### src/rtl/qarctan_arb.sv
// qarctan_arb: shares one qarctan unit between two sample channels.
// Issues y/x pairs round-robin into the shared unit, tags each issue with its
// source channel, and steers returned angles back to the right output FIFO in
// strict issue order.
module qarctan_arb #(
    parameter int DATA_WIDTH = 32,
    parameter int TAG_DEPTH  = 4
) (
    input  logic                  clock,
    input  logic                  reset,
    input  logic                  enable,
    output logic                  c0_rd_en,
    input  logic                  c0_y_empty,
    input  logic                  c0_x_empty,
    input  logic [DATA_WIDTH-1:0] c0_y_dout,
    input  logic [DATA_WIDTH-1:0] c0_x_dout,
    output logic                  c1_rd_en,
    input  logic                  c1_y_empty,
    input  logic                  c1_x_empty,
    input  logic [DATA_WIDTH-1:0] c1_y_dout,
    input  logic [DATA_WIDTH-1:0] c1_x_dout,
    output logic                  u_wr_en,
    input  logic                  u_full,
    output logic [DATA_WIDTH-1:0] u_y_din,
    output logic [DATA_WIDTH-1:0] u_x_din,
    output logic                  u_rd_en,
    input  logic                  u_empty,
    input  logic [DATA_WIDTH-1:0] u_dout,
    output logic                  o0_wr_en,
    input  logic                  o0_full,
    output logic [DATA_WIDTH-1:0] o0_din,
    output logic                  o1_wr_en,
    input  logic                  o1_full,
    output logic [DATA_WIDTH-1:0] o1_din,
    output logic                  busy
);

    localparam int              PW       = $clog2(TAG_DEPTH);
    localparam logic [PW:0]     LP_DEPTH = (PW + 1)'(TAG_DEPTH);

    logic                 r_prio;
    logic [TAG_DEPTH-1:0] r_tags;
    logic [PW-1:0]        r_wptr;
    logic [PW-1:0]        r_rptr;
    logic [PW:0]          r_count;

    logic w_elig0;
    logic w_elig1;
    logic w_headTag;
    logic w_ret;
    logic w_room;
    logic w_issue;
    logic w_winner;

    // Decide whether a return and/or an issue happens this cycle, and who wins.
    // A full tag FIFO can still accept an issue when a return frees a slot now.
    always_comb begin
        w_elig0   = !c0_y_empty && !c0_x_empty;
        w_elig1   = !c1_y_empty && !c1_x_empty;
        w_headTag = r_tags[r_rptr];
        w_ret     = !reset && !u_empty && (r_count != '0)
                    && !(w_headTag ? o1_full : o0_full);
        w_room    = (r_count < LP_DEPTH) || w_ret;
        w_issue   = !reset && enable && !u_full && w_room && (w_elig0 || w_elig1);
        w_winner  = (w_elig0 && w_elig1) ? r_prio : w_elig1;
    end

    // Drive the handshake strobes and data; unselected data buses read as zero.
    always_comb begin
        c0_rd_en = 1'b0;
        c1_rd_en = 1'b0;
        u_wr_en  = 1'b0;
        u_y_din  = '0;
        u_x_din  = '0;
        u_rd_en  = 1'b0;
        o0_wr_en = 1'b0;
        o1_wr_en = 1'b0;
        o0_din   = '0;
        o1_din   = '0;
        if (w_issue) begin
            u_wr_en = 1'b1;
            if (w_winner) begin
                c1_rd_en = 1'b1;
                u_y_din  = c1_y_dout;
                u_x_din  = c1_x_dout;
            end else begin
                c0_rd_en = 1'b1;
                u_y_din  = c0_y_dout;
                u_x_din  = c0_x_dout;
            end
        end
        if (w_ret) begin
            u_rd_en = 1'b1;
            if (w_headTag) begin
                o1_wr_en = 1'b1;
                o1_din   = u_dout;
            end else begin
                o0_wr_en = 1'b1;
                o0_din   = u_dout;
            end
        end
    end

    // Round-robin pointer: after a grant, favour the channel that did not win.
    always_ff @(posedge clock or posedge reset) begin
        if (reset) begin
            r_prio <= 1'b0;
        end else if (w_issue) begin
            r_prio <= ~w_winner;
        end
    end

    // Tag storage and write pointer: record the source channel of every issue.
    always_ff @(posedge clock or posedge reset) begin
        if (reset) begin
            r_tags <= '0;
            r_wptr <= '0;
        end else if (w_issue) begin
            r_tags[r_wptr] <= w_winner;
            r_wptr         <= r_wptr + 1'b1;
        end
    end

    // Tag read pointer advances once per returned angle.
    always_ff @(posedge clock or posedge reset) begin
        if (reset) begin
            r_rptr <= '0;
        end else if (w_ret) begin
            r_rptr <= r_rptr + 1'b1;
        end
    end

    // In-flight count; a simultaneous issue and return leaves it unchanged.
    always_ff @(posedge clock or posedge reset) begin
        if (reset) begin
            r_count <= '0;
        end else begin
            case ({w_issue, w_ret})
                2'b10:   r_count <= r_count + 1'b1;
                2'b01:   r_count <= r_count - 1'b1;
                default: r_count <= r_count;
            endcase
        end
    end

    assign busy = (r_count != '0);

endmodule
### config.mk
export PLATFORM = sky130hd
export DESIGN_NAME = qarctan_arb
export DESIGN_NICKNAME = d
export VERILOG_FILES = /design/src/rtl/qarctan_arb.sv
export SDC_FILE = /design/constraint.sdc
export NUM_CORES = 1
export LEC_CHECK = 0
export CORE_AREA = 2 2 119 121
export CTS_CLUSTER_SIZE = 16
export DETAILED_ROUTE_END_ITERATION = 10
export DIE_AREA = 0 0 121 123
export DONT_BUFFER_PORTS = 1
export HOLD_SLACK_MARGIN = 0.12
export MAX_ROUTING_LAYER = met4
export PLACE_DENSITY_LB_ADDON = 0.12
export REMOVE_ABC_BUFFERS = 1
export SLEW_MARGIN = 20
export SYNTH_ARGS = -nofsm -noshare
export SYNTH_HDL_FRONTEND = slang
export SYNTH_SLANG_ARGS = --single-unit
### constraint.sdc
create_clock -name clock -period 3.19 [get_ports clock]
set_input_delay 0.4785 -clock clock [delete_from_list [all_inputs] [get_ports clock]]
set_output_delay 0.4785 -clock clock [all_outputs]
set_load 0.005 [all_outputs]
==> results of run 1 <==
[worst max path at each step]
stage	startpoint	endpoint	slack, ns	cells past startpoint
detailed placement	r_rptr[0]$_DFFE_PP0P_	u_x_din[4]	0.51	5
CTS	r_rptr[0]$_DFFE_PP0P_	u_x_din[4]	0.25	5
floorplan	c0_y_empty	u_x_din[0]	-1.95	3
finish	r_rptr[0]$_DFFE_PP0P_	u_x_din[4]	0.35	5
global placement	r_rptr[0]$_DFFE_PP0P_	u_x_din[4]	0.52	5
global route	r_rptr[0]$_DFFE_PP0P_	u_x_din[4]	0.19	5
[layer usage]
| layer | global-route usage, % | vias to the layer above | share of wire, % |
|---|---|---|---|
| li1 | - | 1099 | - |
| met3 | 4.84 | 2 | 13 |
| met2 | 23.6 | 212 | 56 |
| met5 | - | - | 0 |
| met1 | 10.7 | 1067 | 30 |
| met4 | 1.09 | 0 | 0.27 |
[through the flow]
| step | utilization [%] | std cells | hold WS [ns] | setup TNS, ns | power (mW) |
|---|---|---|---|---|---|
| 4_1_cts | 17.0 | 513 | 0.184 | 0 | 0.957 |
| 5_1_grt | 17.2 | 521 | 0.202 | 0 | 1.03 |
| 3_5_place_dp | 16.4 | 509 | 0.442 | 0 | 0.691 |
| 3_3_place_gp | 16.4 | 509 | 0.437 | 0 | 0.695 |
| 6_report | 17.2 | 521 | 0.156 | 0 | 0.941 |
| 2_1_floorplan | - | 323 | 0.343 | -135.06 | 0.592 |
[synthesized netlist by cell type (all sizes together)]
library cell	instances	area share [%]
nor2	5	0.91
and3b	1	0.42
fa	1	0.97
inv	11	2.0
nand3	1	0.24
or3	1	0.30
or2	2	0.61
mux4	1	1.1
xor2	3	1.3
o21ai	1	0.24
buf	9	3.3
mux2i	2	1.1
mux2	2	1.3
and3	1	0.30
xnor2	3	1.3
a21oi	64	15
clkbuf	21	3.8
nand2	128	23
o31ai	11	4.0
dfrtp	12	15
nor3	2	0.48
and2	64	19
o31a	1	0.42
ha	5	3.0
o22ai	1	0.30
[cells by family (layout without fill, tap and decap cells)]
family | Yosys count | after routing
other cells | 0 | 8
fa+ha+maj | 6 | 6
mux | 5 | 5
buf+inv | 41 | 21
xor+xnor | 6 | 6
simple gates | 205 | 205
compound gates | 78 | 78
flops | 12 | 12
[worst max-delay path, stage by stage, from the launching register on]
cell     delay (ns)
dfrtp_1        0.40
mux4_2         0.56
mux2i_2        0.22
or2_2          0.37
buf_12         0.20
a21oi_1        0.35
[power by group through the flow]
stage | Combinational [mW] | Clock (mW) | Sequential, mW
after floorplan | 0.328 | 0 | 0.264
after detailed placement | 0.406 | 0 | 0.285
after global routing | 0.458 | 0.276 | 0.295
after CTS | 0.406 | 0.267 | 0.284
after global placement | 0.409 | 0 | 0.287
final | 0.397 | 0.260 | 0.283
[cell type report]
| type | instances | area [um2] |
|---|---|---|
| Multi-Input combinational cell | 300 | 1590 |
| Fill cell | 1567 | 11300 |
| Inverter | 11 | 41.3 |
| Timing Repair Buffer | 6 | 70.1 |
| Antenna cell | 8 | 20.0 |
| Sequential cell | 12 | 300 |
| Clock buffer | 4 | 88.8 |
| Tap cell | 180 | 225 |
[flip-flops by register name (all words and copies together) (netlist names)]
| register | count |
|---|---|
| r_count | 3 |
| r_tags | 4 |
| r_wptr | 2 |
| r_prio | 1 |
| r_rptr | 2 |
==> summary.txt, run 1 <==
Clocking
  • Clk sinks: 12
  • CTS Hold Bufs: 0
  • Longest Clk Path Bufs: 2
  • CTS clk-pin slew, worst paths: 0.05 ns
  • CTS tree: done
  • Post-CTS setup buffers: 0
  • Clock Latency Late Sink: 0.24 ns
  • H-tree level count: 1
  • Inserted Clock Buffers: 3
  • Root buf cell: clkbuf_16
  • # resized after CTS: 0

Timing
  • Min Tclk post-route: 2.84 ns
  • Hold Violations, Final: 0
  • Worst-Margin Slew: 0.510 ns
  • Final worst-path cycle share: 89.0%
  • Unrepaired setup endpoints after global routing: no
  • Worst clock skew: 0.00328 ns
  • Final setup fails: 0
  • Highest clock rate: 352 MHz
  • Max Slew Vio Count: 0
  • Slew HR: 66.0%
  • Setup WS post-layout: 0.352 ns

Yosys
  • Mapped Cells: 353
  • Post-Syn Area: 0.00207 mm2
  • Synth Register Bits: 12
  • Syn_area_per_cell: 5.86 um2
  • Main combinational cell family by area after synthesis: simple AND/OR/NAND/NOR gates
  • Synth Area in Adders: 3.99%
  • Post-synthesis compound-gate area fraction: 20.4%
  • Synth Area in XOR/XNOR: 2.54%
  • Yosys Warn Count: 0
  • Seq/Total Area, Yosys: 14.5%
  • Unique masters post-synth: 30
  • Simple-Gate Fraction of Synth Area: 45.9%
  • Post-synthesis mux area share: 3.51%

Global route
  • Vias in the first global route: 2028
  • Initial antenna violation count: 4
  • Global-route wire length before repair: 12500 um
  • Largest net degree at the start of global routing: 75
  • Total GRT Usage: 11.8%
  • GRT overflow: 0

Floorplanning
  • DIE AREA: 0.0149 mm2
  • # rows: 43
  • I/O pins: 306
  • Die W: 121 um
  • Die Height: 123 um
  • Initial Util: 15.2%
  • CORE AREA: 0.0136 mm2

Placed design
  • Pre-CTS setup slack: 0.515 ns
  • Port Buf Inserts: 0
  • Area after DPL: 0.00223 mm2
  • GPL Wtd Cong: 0.752
  • Hpwl dp: 8410 um

Detailed routing
  • Drt via density: 4.57
  • DR vias: 2380
  • Wire per inst: 19.0 um
  • Wirelength, routed: 9890 um
  • DRC: 0
  • DRT antenna net count: 0
  • 1st-pass router iterations: 6
  • Drt first-iter violations: 62

Pwr
  • Logic pwr share: 42.2%
  • Switching share of power: 38.8%
  • Net Sw Power: 365 uW
  • P_int: 576 uW
  • Sequential fraction of design power: 30.1%
  • VDD IR max: 0.181 mV
  • Clock share of power: 27.7%
  • LEAKAGE: 0.994 nW
  • Cell Pwr Density: 402 mW/mm2

Cells and area
  • Commonest non-fill, non-tap cell in the layout: nand2_1
  • Layout Area Growth over Synthesis: 13.1%
  • Post-route cell area: 0.00234 mm2
  • Nets: 511
  • Layout cell share with drive strength beyond 1: 5.41%
  • Most frequent cells in the layout: nand2_1 (128), a21oi_1 (64), and2_1 (64)

Critical path
  • R2R depth: 9
  • Data arrival, critical path: 2.36 ns
  • Reg2reg start: r_rptr[0]$_DFFE_PP0P_
  • Setup slack, reg-to-reg: 0.61 ns
  • CP Launch Type: register
  • Crit-path max FO: 74
  • Crit path capture type: output port
  • Crit Path Class: register to output port
  • Capture point of the worst reg-to-reg path: r_count[2]$_DFFE_PP0P_
  • Critical Path RT: 2.71 ns

Flow run
  • Max-cap viol count: 0

Min path
  • Hold Crit Class: input pin to asynchronous set/reset pin

Status
  • Status: finished clean
Power figures use the tool's default switching activity.
==> run 2: changes to the inputs <==
--- a/config.mk
+++ b/config.mk
@@ -5,6 +5,7 @@
 export SDC_FILE = /design/constraint.sdc
 export NUM_CORES = 1
 export LEC_CHECK = 0
+export ABC_AREA = 1
 export CORE_AREA = 2 2 119 121
 export CTS_CLUSTER_SIZE = 16
 export DETAILED_ROUTE_END_ITERATION = 10
==> run 2 against run 1 <==
Compared with the run above:
- first-iteration DRC count up 8.1%
- design area up 10%
- die area unchanged
- critical path depth up 6
- critical path type unchanged
- highest routed layer unchanged
==> summary.txt, run 2 <==
Status
  • Status: finished clean

Detailed routing
  • Drt first-iter violations: 67
  • Drt via density: 4.34
  • 1st-pass router iterations: 4
  • Wirelength, routed: 9220 um
  • Wire per inst: 16.0 um
  • DRC: 0
  • DR vias: 2497
  • DRT antenna net count: 0

Critical path
  • CP Launch Type: register
  • Crit path capture type: output port
  • Data arrival, critical path: 2.27 ns
  • R2R depth: 13
  • Critical Path RT: 2.71 ns
  • Crit Path Class: register to output port
  • Crit-path max FO: 49

Clocking
  • CTS Hold Bufs: 0
  • CTS clk-pin slew, worst paths: 0.04 ns
  • Clk sinks: 12
  • H-tree level count: 1
  • Post-CTS setup buffers: 0
  • Root buf cell: clkbuf_16
  • Clock Latency Late Sink: 0.24 ns
  • Longest Clk Path Bufs: 2
  • # resized after CTS: 0
  • CTS tree: done
  • Inserted Clock Buffers: 3

Timing
  • Max Slew Vio Count: 0
  • Setup WS post-layout: 0.437 ns
  • Worst clock skew: 0.00326 ns
  • Unrepaired setup endpoints after global routing: no
  • Highest clock rate: 363 MHz
  • Final setup fails: 0
  • Min Tclk post-route: 2.75 ns
  • Worst-Margin Slew: 0.630 ns
  • Final setup TNS: 0 ns
  • Slew HR: 58.0%
  • Hold Violations, Final: 0
  • Final worst-path cycle share: 86.3%

Global route
  • Global-route wire length before repair: 12100 um
  • Initial antenna violation count: 0
  • Vias in the first global route: 2175
  • Largest net degree at the start of global routing: 72
  • GRT overflow: 0
  • Total GRT Usage: 10.8%

Floorplanning
  • Initial Util: 17.2%
  • I/O pins: 306
  • Die W: 121 um
  • Die Height: 123 um
  • CORE AREA: 0.0136 mm2
  • DIE AREA: 0.0149 mm2
  • # rows: 43

Yosys
  • Synth area leaders: nand2_1 (25%), a21oi_2 (24%), dfrtp_1 (13%)
  • Ys async rst share: 100%
  • Synth Register Bits: 12
  • Yosys Warn Count: 0
  • Count leader, synth: nand2_1
  • Post-synth EDFFs: 0
  • Syn_area_per_cell: 5.68 um2
  • Seq/Total Area, Yosys: 12.8%
  • Primary FF master, synth: dfrtp_1
  • Yosys top cell area share: 25.3%
  • Mapped Cells: 412
  • Unique masters post-synth: 25
  • Most frequent cells after synthesis: nand2_1 (158), nor2_1 (71), a21oi_2 (64)
  • Synth area leader: nand2_1
  • Post-Syn Area: 0.00234 mm2

Placed design
  • GPL Wtd Cong: 0.796
  • Hpwl dp: 7800 um
  • Pre-CTS setup slack: 0.431 ns
  • Port Buf Inserts: 0

Cells and area
  • Most flops, register: r_tags
  • Antenna Cells: 0
  • Commonest non-fill, non-tap cell in the layout: nand2_1
  • Nets: 575
  • Top Registers: r_tags: 4 flops, r_count: 3 flops
  • Most frequent cells in the layout: nand2_1 (157), nor2_1 (71), a21oi_2 (64)
  • Layout Area Growth over Synthesis: 10.1%
  • Max FFs per register: 4
  • Fillcell total: 1580
  • Footprint of the multi-input gates: 0.00171 mm2
  • Layout cell share with drive strength beyond 1: 22.2%
  • Seq. cell area: 300 um2

Pwr
  • Total Power: 935 uW
  • LEAKAGE: 1.21 nW
  • Cell Pwr Density: 363 mW/mm2
  • VDD IR max: 0.151 mV

Min path
  • Hold Crit Class: input pin to asynchronous set/reset pin

Flow run
  • Max-cap viol count: 0
## run 2: changes by cell type after synthesis, moves of 3 or more
| cell | change |
|---|---|
| nor2_1 | +66 |
| a21oi_1 | -63 |
| nand2_1 | +30 |
| nand2_2 | +3 |
| inv_1 | +32 |
| a21oi_2 | +64 |
| nand3_1 | +6 |
| o31ai_1 | -11 |
| buf_6 | +5 |
| buf_4 | -7 |
| nand4_1 | +4 |
| and2_1 | -64 |
## run 2: cells by family (layout without fill, tap and decap cells)
family | Yosys count | count (layout) | share of synthesized area [%]
simple gates | 249 | 249 | 43.0
buf+inv | 73 | 57 | 14.2
flops | 12 | 12 | 12.8
compound gates | 68 | 68 | 25.0
xor+xnor | 4 | 4 | 1.50
fa+ha+maj | 6 | 6 | 3.53
## run 2: final timing paths
kind                                        startpoint                endpoint  slack (ns)
worst min register to register   r_tags[3]$_DFFE_PP0P_   r_tags[3]$_DFFE_PP0P_        0.48
max in group asynchronous                        reset   r_tags[0]$_DFFE_PP0P_        2.88
worst max register to register  r_count[2]$_DFFE_PP0P_  r_count[2]$_DFFE_PP0P_        0.67
min in group clock               r_tags[3]$_DFFE_PP0P_   r_tags[3]$_DFFE_PP0P_        0.48
worst max-delay path            r_count[0]$_DFFE_PP0P_                 u_wr_en        0.44
worst min-delay path                             reset      r_prio$_DFFE_PP0P_        0.15
## run 2: area by class of cell
cell class	instances	area share [%]
well taps	180	8.74
clock buffers	3	2.91
inverters	46	6.70
repair buffers	8	3.59
flip-flops and latches	12	11.7
multi-input cells	327	66.4
## run 2: layer usage
| metal | up-vias | share of wire, % | track usage, % |
|---|---|---|---|
| li1 | 1221 | - | - |
| met1 | 1081 | 38 | 12.4 |
| met2 | 191 | 54 | 20.7 |
| met3 | 4 | 7.7 | 1.11 |
| met4 | 0 | 0.47 | 1.53 |
| met5 | - | 0 | - |
## run 2: stage by stage
stage	area, um2	hold slack, ns	cells	utilization, %
detailed placement	2470	0.404	572	18.2
global placement	2470	0.421	572	18.2
global route	2580	0.170	576	18.9
CTS	2550	0.152	575	18.7
finish	2580	0.146	576	18.9
floorplan	2180	0.297	385	-
## run 2: where the power goes
part,leakage (nW),switching (mW),total (mW),internal (mW)
Sequential,0.152,0.0531,0.264,0.211
Combinational,1.02,0.306,0.449,0.144
Clock,0.0370,0.0586,0.221,0.163
## run 2: worst max-delay path, stage by stage (launching register included)
cell,delay [ns]
dfrtp_1,0.39
nor2_1,0.13
nand2_2,0.09
nand2_2,0.09
nor2_2,0.04
nand2_2,0.07
nand3_4,0.14
nand2_4,0.09
buf_4,0.34
buf_16,0.32
inv_1,0.10
buf_4,0.15
==> run 3: changes to the inputs <==
--- a/config.mk
+++ b/config.mk
@@ -6,7 +6,7 @@
 export NUM_CORES = 1
 export LEC_CHECK = 0
 export ABC_AREA = 1
-export CORE_AREA = 2 2 119 121
+export CORE_AREA = 5 5 116 118
 export CTS_CLUSTER_SIZE = 16
 export DETAILED_ROUTE_END_ITERATION = 10
 export DIE_AREA = 0 0 121 123
==> constraint.sdc (replaced) <==
create_clock -name clock -period 3.19 [get_ports clock]
set_input_delay 0.4785 -clock clock [delete_from_list [all_inputs] [get_ports clock]]
set_output_delay 0.4785 -clock clock [all_outputs]
set_load 0.01 [all_outputs]
==> run 3 against run 2 <==
Compared with the run above:
- count of clock-buffer cells in the layout is 1 higher
- worst hold slack better by 0.0056 ns
- flip-flop and latch count stayed put
- register-to-register slack better by 0.02 ns
- combinational power is 4% higher
- core utilization is 1.8 points higher
==> summary.txt, run 3 (synthesis results as in run 2) <==
Clocking
  • Inserted Clock Buffers: 3
  • Root buf cell: clkbuf_16
  • CTS tree: done
  • Clk sinks: 12
  • Longest Clk Path Bufs: 2
  • Clock Latency Late Sink: 0.24 ns
  • Post-CTS setup buffers: 0
  • H-tree level count: 1
  • CTS clk-pin slew, worst paths: 0.05 ns

Critical path
  • Crit-path max FO: 71
  • CP max-delay cell: buf_6
  • Crit path buf inv count: 3
  • CP Launch Type: register
  • Setup slack, reg-to-reg: 0.69 ns
  • Crit Path Class: register to output port
  • Critical Path RT: 2.71 ns
  • Crit-path cells: nor2_1 > nand2_2 > nand2_2 > nor2_2 > nand2_2 > nand3_4 > nand2_4 > buf_6 > inv_1 > buf_4
  • Reg2reg start: r_count[2]$_DFFE_PP0P_
  • Slowest stage delay, CP: 0.57 ns
  • R2R depth: 13
  • CP delay by family, top: buffers and inverters
  • Crit path depth: 10
  • Data arrival, critical path: 2.29 ns
  • Top cell by count, worst path: nand2_2
  • Capture point of the worst reg-to-reg path: r_count[2]$_DFFE_PP0P_
  • Crit path capture type: output port

Pwr
  • Sequential fraction of design power: 26.6%
  • LEAKAGE: 1.20 nW
  • Logic pwr share: 47.2%
  • P_int: 542 uW
  • Total Power: 987 uW
  • Switching share of power: 45.1%
  • Clock share of power: 26.2%
  • Net Sw Power: 445 uW
  • Cell Pwr Density: 386 mW/mm2
  • VDD IR max: 0.157 mV

Cells and area
  • Top Registers: r_tags: 4 flops, r_count: 3 flops
  • Nets: 574
  • Fin util: 20.7%
  • Non-filler cells in the finished layout: 568
  • Commonest non-fill, non-tap cell in the layout: nand2_1
  • Max FFs per register: 4
  • Most frequent cells in the layout: nand2_1 (157), nor2_1 (71), a21oi_2 (64)
  • Antenna Cells: 0
  • Most flops, register: r_tags
  • Layout Area Growth over Synthesis: 9.25%
  • Layout cell share with drive strength beyond 1: 22.2%

Floorplanning
  • CORE AREA: 0.0124 mm2
  • Die Height: 123 um
  • DIE AREA: 0.0149 mm2
  • I/O pins: 306
  • Initial Util: 18.9%
  • # rows: 41
  • Die W: 121 um

Detailed routing
  • Wire per inst: 16.9 um
  • 1st-pass router iterations: 4
  • Drt via density: 4.46
  • DR vias: 2536
  • DRC: 0
  • Wirelength, routed: 9620 um
  • DRT antenna net count: 0
  • Drt first-iter violations: 81

Min path
  • Hold Crit Class: input pin to asynchronous set/reset pin

Timing
  • Unrepaired setup endpoints after global routing: no
  • Hold Violations, Final: 0
  • Min Tclk post-route: 2.76 ns
  • Worst clock skew: 0.00512 ns
  • Max Slew Vio Count: 0
  • Final setup fails: 0
  • Final worst-path cycle share: 86.6%
  • Slew HR: 48.2%
  • Worst-Margin Slew: 0.776 ns
  • Highest clock rate: 362 MHz

Global route
  • GRT overflow: 0
  • Largest net degree at the start of global routing: 72
  • Total GRT Usage: 11.2%
  • Vias in the first global route: 2310
  • Global-route wire length before repair: 12800 um
  • Initial antenna violation count: 0

Flow run
  • Max-cap viol count: 0

Status
  • Status: finished clean

Placed design
  • Port Buf Inserts: 0
  • Hpwl dp: 8290 um
  • DP Cell Count: 564
  • GPL Wtd Cong: 0.775
-- run 3: cell count changes in the layout (fill, tap and decap cells not counted) --
cell	previous run	this run
buf_4	6	5
clkbuf_8	0	1
buf_6	0	1
buf_16	1	0
-- run 3: final cells by class --
cell class | instances | area [um2]
Inverter | 46 | 173
Multi-Input combinational cell | 327 | 1710
Tap cell | 172 | 215
Timing Repair Buffer | 7 | 68.8
Clock buffer | 4 | 88.8
Sequential cell | 12 | 300
Fill cell | 1480 | 9810
-- run 3: power by group through the flow --
stage | clock network (mW) | registers [mW] | logic, mW
floorplan | 0 | 0.254 | 0.376
global placement | 0 | 0.264 | 0.483
detailed placement | 0 | 0.267 | 0.481
CTS | 0.265 | 0.265 | 0.483
global route | 0.271 | 0.272 | 0.541
finish | 0.258 | 0.263 | 0.465
-- run 3: worst reg2reg max path: stages, from the launching register on --
cell,delay [ns]
dfrtp_1,0.38
inv_1,0.09
nand2_2,0.12
nand2_2,0.08
nor2_2,0.12
nand2_4,0.07
buf_4,0.23
nand2_1,0.25
ha_1,0.19
inv_1,0.06
fa_1,0.37
a21oi_1,0.14
o21ai_0,0.11
xor2_1,0.16
-- run 3: layer usage --
metal | GRT usage (%) | share of wire (%)
met1 | 12.4 | 37
met3 | 1.97 | 8.4
met5 | - | 0
met2 | 21.4 | 55
met4 | 1.70 | 0.43
-- run 3: through the flow --
stage / setup slack [ns] / hold slack [ns] / area [um2] / setup TNS [ns]
after floorplan: -0.0538 / 0.297 / 2180 / -3.45
final: 0.426 / 0.152 / 2560 / 0
after CTS: 0.145 / 0.161 / 2550 / 0
after global routing: 0.250 / 0.166 / 2560 / 0
after detailed placement: 0.415 / 0.421 / 2460 / 0
after global placement: 0.439 / 0.432 / 2460 / 0
-- run 3: worst max-delay path by stage --
stage / startpoint / endpoint
after floorplan: c1_x_empty / u_x_din[0]
after global placement: r_count[0]$_DFFE_PP0P_ / u_wr_en
after detailed placement: r_count[0]$_DFFE_PP0P_ / u_wr_en
after global routing: r_count[0]$_DFFE_PP0P_ / u_wr_en
after CTS: r_count[0]$_DFFE_PP0P_ / u_wr_en
final: r_count[0]$_DFFE_PP0P_ / u_wr_en
-- run 3: timing repair --
action	in CTS	in global routing
endpoints found under the setup margin	0	1
resized for setup	0	1
endpoints found under the hold margin	0	0
hold buffers	0	0
